## src/rtl/fetch_stage.sv

```systemverilog
// Instruction-fetch stage: owns the PC, drives a 1-cycle-latency instruction memory and fills IF/ID.
// Optional ecall halt is compiled in with `define FETCH_ECALL_HALT_EN.
module fetch_stage #(
    parameter int                AWIDTH   = 32,
    parameter int                DWIDTH   = 32,
    parameter logic [AWIDTH-1:0] RESET_PC = AWIDTH'(32'h01000000)
) (
    input  logic              clk,
    input  logic              reset,
    output logic              imem_req_o,
    output logic [AWIDTH-1:0] imem_addr_o,
    input  logic [DWIDTH-1:0] imem_rdata_i,
    input  logic              stall_i,
    input  logic              redirect_i,
    input  logic [AWIDTH-1:0] redirect_pc_i,
    output logic [AWIDTH-1:0] f_pc_o,
    output logic [DWIDTH-1:0] f_insn_o,
    output logic              f_valid_o,
    output logic              halted_o
);

    localparam logic [DWIDTH-1:0] NOP      = DWIDTH'(32'h00000013);
    localparam logic [AWIDTH-1:0] PC_STEP  = AWIDTH'(4);
    localparam logic [AWIDTH-1:0] WORD_MSK = ~AWIDTH'(3);

    logic [AWIDTH-1:0] pc_q, pc_d;
    logic [AWIDTH-1:0] inflight_pc_q, inflight_pc_d;
    logic              inflight_valid_q, inflight_valid_d;
    logic [AWIDTH-1:0] f_pc_q, f_pc_d;
    logic [DWIDTH-1:0] f_insn_q, f_insn_d;
    logic              f_valid_q, f_valid_d;
    logic              halted_q;

`ifdef FETCH_ECALL_HALT_EN
    localparam logic [DWIDTH-1:0] ECALL = DWIDTH'(32'h00000073);
    logic halted_d;
`else
    assign halted_q = 1'b0;
`endif

    // Control inputs are level-sampled on every rising edge, no handshake:
    // redirect_i beats stall_i, stall_i beats advance. A stall re-presents the
    // in-flight address so the memory returns that word again next cycle.
    assign imem_req_o  = reset & ~halted_q;
    assign imem_addr_o = (stall_i && inflight_valid_q && !redirect_i) ? inflight_pc_q : pc_q;

    always_comb begin
        pc_d             = pc_q;
        inflight_pc_d    = inflight_pc_q;
        inflight_valid_d = inflight_valid_q;
        f_pc_d           = f_pc_q;
        f_insn_d         = f_insn_q;
        f_valid_d        = f_valid_q;
`ifdef FETCH_ECALL_HALT_EN
        halted_d         = halted_q;
`endif
        if (redirect_i) begin
            pc_d             = redirect_pc_i & WORD_MSK;
            inflight_valid_d = 1'b0;
            f_valid_d        = 1'b0;
            f_insn_d         = NOP;
`ifdef FETCH_ECALL_HALT_EN
            halted_d         = 1'b0;
`endif
        end else if (stall_i) begin
            inflight_valid_d = inflight_valid_q & ~halted_q;
        end else if (halted_q) begin
            // Decode has taken the ecall; leave a bubble behind it.
            inflight_valid_d = 1'b0;
            f_valid_d        = 1'b0;
            f_insn_d         = NOP;
        end else begin
            f_pc_d           = inflight_pc_q;
            f_insn_d         = inflight_valid_q ? imem_rdata_i : NOP;
            f_valid_d        = inflight_valid_q;
            inflight_pc_d    = pc_q;
            inflight_valid_d = 1'b1;
            pc_d             = pc_q + PC_STEP;
`ifdef FETCH_ECALL_HALT_EN
            halted_d         = inflight_valid_q && (imem_rdata_i == ECALL);
`endif
        end
    end

    always_ff @(posedge clk or negedge reset) begin
        if (!reset) begin
            pc_q             <= RESET_PC;
            inflight_pc_q    <= '0;
            inflight_valid_q <= 1'b0;
            f_pc_q           <= '0;
            f_insn_q         <= NOP;
            f_valid_q        <= 1'b0;
        end else begin
            pc_q             <= pc_d;
            inflight_pc_q    <= inflight_pc_d;
            inflight_valid_q <= inflight_valid_d;
            f_pc_q           <= f_pc_d;
            f_insn_q         <= f_insn_d;
            f_valid_q        <= f_valid_d;
        end
    end

`ifdef FETCH_ECALL_HALT_EN
    always_ff @(posedge clk or negedge reset) begin
        if (!reset) halted_q <= 1'b0;
        else        halted_q <= halted_d;
    end
`endif

    assign f_pc_o    = f_pc_q;
    assign f_insn_o  = f_insn_q;
    assign f_valid_o = f_valid_q;
    assign halted_o  = halted_q;

endmodule

```

## config.mk

```make
export PLATFORM = sky130hd
export DESIGN_NAME = fetch_stage
export DESIGN_NICKNAME = d
export VERILOG_FILES = /design/src/rtl/fetch_stage.sv
export SDC_FILE = /design/constraint.sdc
export NUM_CORES = 1
export LEC_CHECK = 0
export BUFFER_PORTS_ARGS = -buffer_cell sky130_fd_sc_hd__buf_2
export CAP_MARGIN = 0
export CORE_MARGIN = 3
export CORE_UTILIZATION = 56
export DETAILED_ROUTE_END_ITERATION = 8
export PLACE_DENSITY_LB_ADDON = 0.05
export SYNTH_ARGS = -nofsm -noshare
export SYNTH_HDL_FRONTEND = slang
export SYNTH_SLANG_ARGS = --single-unit
```

## constraint.sdc

```tcl
create_clock -name clk -period 4.1 [get_ports clk]
set_input_delay 0.205 -clock clk [delete_from_list [all_inputs] [get_ports clk]]
set_output_delay 0.205 -clock clk [all_outputs]
set_load 0.1 [all_outputs]
```

==> results of run 1 <==
[cells by family (layout without fill, tap and decap cells)]
| kind of cell | after synthesis | after routing | share of synthesized area |
|---|---|---|---|
| AO/OA/AOI/OAI | 75 | 75 | 0.0982 |
| XOR/XNOR | 12 | 12 | 0.0189 |
| adder cells (fa/ha/maj) | 1 | 1 | 0.00225 |
| buffers and inverters | 44 | 270 | 0.0369 |
| flip-flops | 124 | 124 | 0.558 |
| multiplexers | 91 | 91 | 0.184 |
| other | 1 | 5 | 0.000674 |
| AND/OR/NAND/NOR | 105 | 105 | 0.101 |
[placed cells by master (no fill, tap or decap), types with 2 or more instances in the layout]
| master | synthesis | routed |
|---|---|---|
| a22o_1 | 29 | 29 |
| or4_1 | 13 | 13 |
| nand3_1 | 10 | 10 |
| nand4_1 | 7 | 7 |
| clkbuf_16 | 0 | 16 |
| xnor2_1 | 10 | 10 |
| dfstp_2 | 4 | 4 |
| nand3_2 | 3 | 3 |
| dfrtp_1 | 120 | 120 |
| clkinvlp_4 | 0 | 3 |
| clkinv_2 | 0 | 3 |
| buf_4 | 6 | 7 |
| o211ai_1 | 4 | 4 |
| o22a_1 | 3 | 3 |
| o31ai_1 | 6 | 6 |
| a31oi_1 | 11 | 11 |
| buf_2 | 2 | 158 |
| nor2_1 | 17 | 16 |
| or4_2 | 2 | 2 |
| inv_6 | 0 | 5 |
| dlygate4sd3_1 | 1 | 62 |
| nand4b_1 | 2 | 2 |
| nor3_1 | 5 | 4 |
| mux2_2 | 90 | 90 |
| or3_1 | 6 | 6 |
| o21ai_0 | 18 | 18 |
| nor4_1 | 3 | 3 |
| inv_1 | 9 | 9 |
| bufinv_16 | 0 | 2 |
| nand2_1 | 31 | 31 |
| conb_1 | 1 | 5 |
| xor2_1 | 2 | 2 |
[stage by stage]
stage | worst slack (ns) | hold slack, ns
CTS | 1.55 | 0.00746
detailed placement | 1.59 | 0.199
global placement | 1.60 | 0.193
finish | 1.54 | 0.0323
global route | 1.43 | 0.0437
floorplan | 2.09 | -0.0906
[what timing repair did]
| action | 4_1_cts | 5_1_grt |
|---|---|---|
| setup endpoints to repair | 0 | 0 |
| hold buffers | 61 | 1 |
| hold endpoints to repair | 113 | 1 |
| resized for setup | 0 | 0 |
[power groups by stage]
stage          Combinational, mW  Clock [mW]  Sequential [mW]
2_1_floorplan              0.562           0             2.21
3_3_place_gp                1.46           0             1.54
3_5_place_dp                1.47           0             1.55
4_1_cts                     1.52        1.47             1.53
5_1_grt                     1.58        1.53             1.57
6_report                    1.52        1.45             1.54
[routing by layer]
layer | part of all wire | global-route usage | vias to the layer above
met4 | 0.0065 | 0.0796 | 0
met3 | 0.069 | 0.0778 | 6
li1 | - | - | 2089
met5 | 0 | 0 | -
met1 | 0.42 | 0.347 | 2190
met2 | 0.50 | 0.459 | 176
[layout make-up]
class / instances / area, um2 / share of cell area
clock inverter: 15 / 161 / 0.0211
inverter: 10 / 37.5 / 0.00491
tap: 129 / 161 / 0.0211
multi-input combinational: 289 / 2280 / 0.299
timing repair buffer: 228 / 1480 / 0.193
clock buffer: 17 / 414 / 0.0542
sequential: 124 / 3110 / 0.407
[registers in the layout, indices dropped and copies added, names as in the netlist]
signal,count
f_insn_o,32
f_valid_o,1
inflight_pc_q,30
inflight_valid_q,1
pc_q,30
f_pc_o,30
[final timing paths]
path,from,depth (start not counted),end
max in group asynchronous,reset,3,inflight_pc_q[14]
setup / recovery,stall_i,7,imem_addr_o[31]
hold reg to reg,f_valid_o,2,f_valid_o
hold / removal,redirect_pc_i[31],4,pc_q[31]
setup reg to reg,pc_q[2],5,pc_q[22]
min in group asynchronous,reset,2,f_pc_o[22]
[worst reg2reg max path, stage by stage (launching register included)]
cell and delay [ns]:
dfrtp_1 0.44, ha_1 0.22, nand3b_1 0.23, or4_1 0.70, or4_1 0.57, a31oi_1 0.17
==> flow_summary_export.csv, run 1 <==
group,metric,value,unit
pwr,total_power,4.51,mW
setup_path,endpoint_kind,"output pin",
route,wire_per_inst,17.7,um
timing,rsz0062_at_grt,"false",
timing,max_slew_margin,0.392,
clock_tree,cts_sinks,124,
outcome,status,"complete, no violations",
setup_path,cp_max_fo,31,
global_routing,grt_pass1_wl,24.3,mm
floorplan,initial_core_util,0.589,
job,drv_cap,0,
placement,gp_congestion,0.769,
synthesis,synth_enable_flop_cells,0,
placement,io_buffers,159,
global_routing,grt_usage,0.273,
synthesis,ys.warnings.count,0,
setup_path,arrival,2.36,ns
setup_path,worstPathRequired,3.89,ns
setup_path,crit_chain,"buf_2 > nor2b_2 > buf_4 > nand2_1 > buf_4 > mux2_2 > buf_2",
setup_path,critPathTopFamily,"buffers and inverters",
floorplan,rows,35,
route,drtIter0Drc,317,
pwr,power_density,590,nW/um2
placement,place_area,6450,um2
timing,finalCritPeriodShare,0.625,
setup_path,slowest_stage,"buf_2",
synthesis,yosysSeqAreaShare,0.558,
finish,stdcell_count,812,
route,routed_wl,14.4,mm
pwr,combPwrFrac,0.338,
synthesis,syn_avg_cell_area,12.3,um2
floorplan,die_w,106,um
global_routing,antenna_found_initial,0,
synthesis,syn_inst,453,
finish,fillers,581,
clock_tree,htree_levels,4,
global_routing,grt_max_degree,68,
pwr,p_clk_frac,0.322,
route,vias,4461,
synthesis,synth_common_cells,"120 x dfrtp_1, 90 x mux2_2, 31 x nand2_1, 29 x a22o_1, 23 x clkbuf_1",
timing,skew,0.0124,ns
finish,layout-drive-gt1-share,0.444,
clock_tree,worstSkewPairLatency,0.51,ns
setup_path,cp.buffers_inverters,4,
route,first_pass_iters,4,
synthesis,synth_top_area_share,0.539,
route,vias_per_cell,5.49,
setup_path,critPathMaxStageDelay,0.43,ns
clock_tree,cts_tree,"built",
pwr,swShare,0.423,
clock_tree,cts_buffers,17,
floorplan,io_pins,167,
global_routing,overflow,0,
global_routing,grt_pass1_vias,4893,
timing,tns,0,ns
synthesis,synth_flop_cell,"dfrtp_1",
clock_tree,clockRootBuffer,"clkbuf_8",
timing,setup_viol,0,
floorplan,die_area,11200,um2
timing,hold_viol,0,
route,antenna_left,0,
synthesis,yosysMostFrequentCell,"dfrtp_1",
pwr,peakVddDrop,0.319,mV
synthesis,synth.largest_area_cell,"dfrtp_1",
setup_path,crit_type,"in2out",
floorplan,dieHeight,106,um
hold_path,min_path_type,"in2reg",
clock_tree,clockBufferDepth,2,
timing,slew_violations,0,
placement,place_hpwl,8.42,mm
pwr,p_sw,1.91,mW
clock_tree,clk_pin_slew_worst_paths,0.06,ns
placement,dp.cells,718,
finish,nNetsFinal,739,
finish,fin_util,0.808,
synthesis,synth-seq-cells,124,
finish,diodes,0,
timing,fmax,390,MHz
timing,worst_pin_slew,0.910,ns
timing,min_period,2.56,ns
synthesis,async_reset_ff_frac,1.00,
clock_tree,cts_setup_buffers,0,
floorplan,core_area,9460,um2
synthesis,synthTopCellsByArea,"dfrtp_1 54%, mux2_2 18%, a22o_1 4.6%",
route,drcViolationCount,0,
setup_path,startpoint_type,"primary input",
finish,design_area,7640,um2
pwr,leakage,3.55,nW
pwr,seqPwrFrac,0.341,
pwr,internal_power,2.60,mW
setup_path,reg2reg_slack,1.70,ns
finish,area_delta_synth_final,37.3,%
synthesis,synth_area,5570,um2
synthesis,synth.distinct_cells,42,
Power figures use the tool's default switching activity.
==> run 2: changes to the inputs <==
- CORE_UTILIZATION: 56 -> 52
- clock period: 4.1 -> 2.6 ns (I/O delays scaled with it)
==> flow_summary_export.csv, run 2 (same netlist as run 1, synthesis figures left out) <==
group,metric,value,unit
outcome,status,"complete, no violations",
floorplan,die_area,12000,um2
timing,setup_viol,0,
route,vias,4520,
route,wire_per_inst,18.0,um
pwr,combPwrFrac,0.353,
placement,io_buffers,159,
clock_tree,cts_sinks,124,
finish,design_area,8200,um2
clock_tree,cts_resized,0,
clock_tree,cts_buffers,17,
finish,multi_input_area,2280,um2
placement,place_hpwl,8.87,mm
timing,tns,0,ns
setup_path,cp_max_fo,23,
timing,skew,0.00558,ns
clock_tree,clockBufferDepth,2,
global_routing,grt_max_degree,125,
clock_tree,worstSkewPairLatency,0.51,ns
timing,worst_pin_slew,0.648,ns
finish,fin_util,0.791,
pwr,p_clk_frac,0.321,
finish,layout-drive-gt1-share,0.442,
clock_tree,cts_tree,"built",
pwr,p_sw,2.98,mW
floorplan,initial_core_util,0.537,
pwr,power_density,907,nW/um2
route,routed_wl,14.8,mm
pwr,seqPwrFrac,0.326,
timing,hold_slack,0.0691,ns
floorplan,io_pins,167,
global_routing,grt_pass1_wl,23.9,mm
finish,layout_commonest_cell,"buf_2",
route,antenna_left,0,
route,drtIter0Drc,227,
finish,area_delta_synth_final,47.3,%
finish,stdcell_count,824,
job,drv_cap,0,
finish,fillers,659,
clock_tree,clk_pin_slew_worst_paths,0.06,ns
placement,dp.cells,728,
pwr,swShare,0.401,
timing,hold_viol,0,
timing,rsz0062_at_grt,"false",
floorplan,rows,37,
placement,gp_congestion,0.721,
floorplan,die_w,109,um
finish,register_area,3110,um2
finish,nNetsFinal,744,
route,drcViolationCount,0,
setup_path,arrival,2.34,ns
pwr,leakage,3.75,nW
placement,place_area,6970,um2
hold_path,min_path_type,"in2reg",
timing,min_period,2.47,ns
global_routing,grt_pass1_vias,4721,
route,first_pass_iters,4,
timing,max_slew_margin,0.568,
global_routing,antenna_found_initial,0,
pwr,internal_power,4.46,mW
timing,finalCritPeriodShare,0.949,
setup_path,startpoint_type,"primary input",
timing,slew_violations,0,
clock_tree,clockRootBuffer,"clkbuf_8",
finish,layout_common_cells,"128 x buf_2, 120 x dfrtp_1, 90 x mux2_2, 64 x dlygate4sd3_1, 33 x buf_12",
pwr,peakVddDrop,0.653,mV
floorplan,core_area,10400,um2
clock_tree,htree_levels,4,
floorplan,dieHeight,109,um
setup_path,crit_type,"in2out",
timing,fmax,405,MHz
route,vias_per_cell,5.49,
global_routing,overflow,0,
finish,diodes,0,
setup_path,endpoint_kind,"output pin",
setup_path,worstPathRequired,2.47,ns
finish,largest_reg_flops,32,
global_routing,grt_usage,0.260,
run 2: cell types whose count changed in the layout (fill, tap and decap cells not counted), sizes merged, moves of 2 or more:
| cell | before | now |
|---|---|---|
| inv | 16 | 10 |
| bufinv | 2 | 4 |
| clkbuf | 17 | 19 |
| clkinv | 4 | 7 |
| dlygate4sd3 | 62 | 64 |
| buf | 166 | 169 |
run 2: worst max-delay path: stages:
cell	delay, ns
dlygate4sd3_1	0.55
buf_2	0.13
buf_4	0.18
nor2b_2	0.17
nand2_1	0.35
buf_12	0.26
mux2_2	0.39
buf_12	0.17
run 2: cell type report:
type                    instances  share of cell area
flip-flops and latches        124               0.379
multi-input cells             289               0.279
repair buffers                233               0.245
clock buffers                  19              0.0514
clock inverters                13              0.0212
well taps                     136              0.0207
inverters                      10             0.00458
run 2: timing repair:
item / CTS / global route
setup endpoints to repair: 0 / 0
setup buffers: 0 / 0
hold endpoints to repair: 183 / 0
hold buffers: 64 / 0
run 2: power groups by stage:
stage                     Combinational, mW  Sequential [mW]  Clock [mW]
after floorplan                       0.887             3.48           0
after global placement                 2.53             2.43           0
after detailed placement               2.55             2.45           0
after CTS                              2.63             2.42        2.42
after global routing                   2.73             2.47        2.50
final                                  2.62             2.43        2.38
run 2: path summary, 6_finish.rpt:
kind,depth (start not counted),slack [ns],endpoint,start
max,8,0.13,imem_addr_o[15],stall_i
min,3,0.07,pc_q[7],redirect_i
max reg2reg,5,0.23,pc_q[21],pc_q[8]
min reg2reg,1,0.50,f_pc_o[25],f_pc_o[25]
max in group asynchronous,3,1.85,pc_q[2],reset
min in group asynchronous,3,0.26,pc_q[27],reset
run 2: routing by layer:
metal	up-vias	global-route usage	wire [um]
met3	23	0.0799	932
met5	-	0	0
met1	2235	0.313	5920
li1	2102	-	-
met2	160	0.447	7720
met4	0	0.0793	255
run 2: per-stage QoR:
step	power (mW)	setup slack [ns]
6_report	7.44	0.133
3_3_place_gp	4.96	0.326
2_1_floorplan	4.37	0.586
3_5_place_dp	5.00	0.285
4_1_cts	7.48	0.134
5_1_grt	7.70	0.0576
==> run 3: changes to the inputs <==
- ABC_AREA: unset -> 1
- RECOVER_POWER: unset -> 50
==> flow_summary_export.csv, run 3 <==
group,metric,value,unit
outcome,status,"complete, but fails checks",
outcome,failed_checks,"capacitance limit, slew limit",
clock_tree,cts_sinks,124,
pwr,leakage,4.11,nW
floorplan,initial_core_util,0.540,
hold_path,holdPathStages,4,
timing,fmax,489,MHz
finish,layout-drive-gt1-share,0.245,
route,antenna_left,0,
setup_path,cp.buffers_inverters,2,
finish,largest_reg_flops,32,
job,drv_cap,1,
pwr,p_sw,2.69,mW
synthesis,yosys.area_share.xor_xnor,0.00443,
synthesis,synth_top_family_by_area,"simple AND/OR/NAND/NOR gates",
pwr,p_clk_frac,0.359,
synthesis,synth_flop_cell,"dfrtp_1",
timing,finalCritPeriodShare,0.786,
global_routing,grt_usage,0.268,
synthesis,synth-seq-cells,124,
setup_path,reg2reg_slack,0.90,ns
setup_path,slowest_stage,"dfrtp_1",
route,drcViolationCount,0,
pwr,peakVddDrop,0.666,mV
timing,slew_violations,38,
finish,nNetsFinal,963,
setup_path,endpoint_kind,"output pin",
clock_tree,cts_tree,"built",
synthesis,yosys.area_share.simple,0.228,
route,routed_wl,16.4,mm
setup_path,critPathMaxStageDelay,0.37,ns
synthesis,yosys.area_share.adder,0.00211,
clock_tree,cts_hold_buf,53,
timing,setup_viol,0,
global_routing,grt_pass1_vias,5610,
pwr,power_density,845,nW/um2
setup_path,critPathTopFamily,"buffers and inverters",
timing,rsz0062_at_grt,"false",
placement,dp.cells,962,
synthesis,syn_inst,696,
floorplan,die_w,113,um
setup_path,r2r-end,"pc_q[26]",
clock_tree,htree_levels,4,
route,wire_per_inst,15.6,um
setup_path,startpoint_type,"flip-flop",
pwr,seqPwrFrac,0.328,
setup_path,crit_type,"reg2out",
synthesis,yosysSeqAreaShare,0.524,
clock_tree,cts_setup_buffers,0,
clock_tree,cts_resized,0,
setup_path,crit_path_frequent_cell,"buf_12",
floorplan,io_pins,167,
synthesis,synthMuxAreaShare,0,
global_routing,grt_max_degree,85,
setup_path,r2r-start,"pc_q[2]",
synthesis,synth_area,5930,um2
clock_tree,worstSkewPairLatency,0.42,ns
floorplan,dieHeight,113,um
finish,area_delta_synth_final,40.6,%
clock_tree,clockRootBuffer,"clkbuf_16",
setup_path,reg2regPathDepth,9,
synthesis,synth_common_cells,"187 x nand2_1, 120 x dfrtp_1, 77 x o21ai_0, 65 x inv_1, 35 x nand3_1",
setup_path,crit_chain,"nand2_2 > buf_12 > o21ai_0 > buf_12",
route,vias_per_cell,5.34,
hold_path,min_path_type,"in2reg",
synthesis,synth_top_area_share,0.506,
synthesis,synth_compound_area_frac,0.156,
placement,io_buffers,159,
timing,min_period,2.04,ns
timing,max_slew_margin,-0.0656,
global_routing,antenna_found_initial,0,
synthesis,synth.distinct_cells,39,
clock_tree,cts_buffers,17,
pwr,internal_power,4.36,mW
floorplan,die_area,12700,um2
global_routing,overflow,0,
finish,stdcell_count,1047,
timing,hold_viol,0,
setup_path,arrival,1.91,ns
pwr,swShare,0.381,
setup_path,cp_max_fo,40,
synthesis,synthTopCellsByArea,"dfrtp_1 51%, nand2_1 12%, o21ai_0 6.5%",
finish,layout_commonest_cell,"nand2_1",
synthesis,yosysMostFrequentCell,"nand2_1",
synthesis,syn_avg_cell_area,8.52,um2
pwr,total_power,7.04,mW
synthesis,synth.largest_area_cell,"dfrtp_1",
pwr,combPwrFrac,0.313,
floorplan,core_area,11000,um2
finish,diodes,0,
synthesis,ys.warnings.count,0,
timing,worst_pin_slew,1.60,ns
synthesis,synth_enable_flop_cells,0,
clock_tree,clk_pin_slew_worst_paths,0.05,ns
floorplan,rows,38,
hold_path,min-delay-start,"redirect_pc_i[21]",
finish,layout_common_cells,"187 x nand2_1, 126 x buf_2, 120 x dfrtp_1, 73 x o21ai_0, 67 x inv_1",
finish,fillers,783,
clock_tree,clockBufferDepth,2,
placement,place_hpwl,10.5,mm
route,first_pass_iters,5,
synthesis,async_reset_ff_frac,1.00,
global_routing,grt_pass1_wl,27.2,mm
route,drtIter0Drc,359,
hold_path,whs_endpoint,"pc_q[21]",
timing,skew,0.00688,ns
route,vias,5590,
setup_path,worstPathRequired,2.47,ns
placement,gp_congestion,0.868,
-- run 3: through the flow --
stage	utilization	TNS, ns	setup slack, ns	area, um2	hold slack (ns)
finish	0.759	0	0.556	8340	0.0173
global route	0.759	0	0.383	8340	0.0220
CTS	0.762	0	0.525	8370	0.00813
detailed placement	0.656	0	0.732	7210	0.169
global placement	0.656	0	0.803	7210	0.160
floorplan	-	-6.05	-0.336	5950	-0.166
-- run 3: cell type report --
| cell class | instances | area, um2 | share of cell area |
|---|---|---|---|
| sequential | 124 | 3110 | 0.373 |
| clock inverter | 11 | 165 | 0.0198 |
| tap | 140 | 175 | 0.0210 |
| timing repair buffer | 219 | 1830 | 0.220 |
| clock buffer | 21 | 470 | 0.0564 |
| inverter | 69 | 262 | 0.0314 |
| multi-input combinational | 463 | 2330 | 0.279 |
-- run 3: worst min-delay path, delay by kind of cell --
family | cells | cell delay, ns
AND/OR/NAND/NOR | 2 | 0.14
buffers and inverters | 1 | 0.08
AO/OA/AOI/OAI | 1 | 0.05
-- run 3: kinds of logic after synthesis --
| logic type | Yosys count |
|---|---|
| flops | 124 |
| fa+ha+maj | 1 |
| buf+inv | 113 |
| xor+xnor | 3 |
| other cells | 1 |
| simple gates | 304 |
| compound gates | 150 |
-- run 3: power by group through the flow --
stage	combinational, mW	clock [mW]	sequential [mW]
after detailed placement	2.14	0	2.34
after CTS	2.22	2.55	2.31
after global routing	2.32	2.64	2.35
final	2.20	2.53	2.31
after global placement	2.12	0	2.33
after floorplan	0.879	0	3.02
-- run 3: how the worst max path moves through the flow --
| stage | cells past startpoint | startpoint | to | slack, ns |
|---|---|---|---|---|
| final | 4 | inflight_valid_q | imem_addr_o[6] | 0.56 |
| after CTS | 4 | inflight_valid_q | imem_addr_o[6] | 0.52 |
| after detailed placement | 5 | redirect_i | f_insn_o[11] | 0.73 |
| after global routing | 6 | redirect_i | pc_q[26] | 0.38 |
| after global placement | 5 | redirect_i | f_insn_o[8] | 0.80 |
| after floorplan | 5 | redirect_i | imem_addr_o[10] | -0.34 |
-- run 3: routing by layer --
layer	share of wire	global-route usage	vias up
li1	-	-	2683
met1	0.42	0.347	2668
met2	0.49	0.440	211
met3	0.071	0.0743	28
met4	0.017	0.0849	0
met5	0	0	-
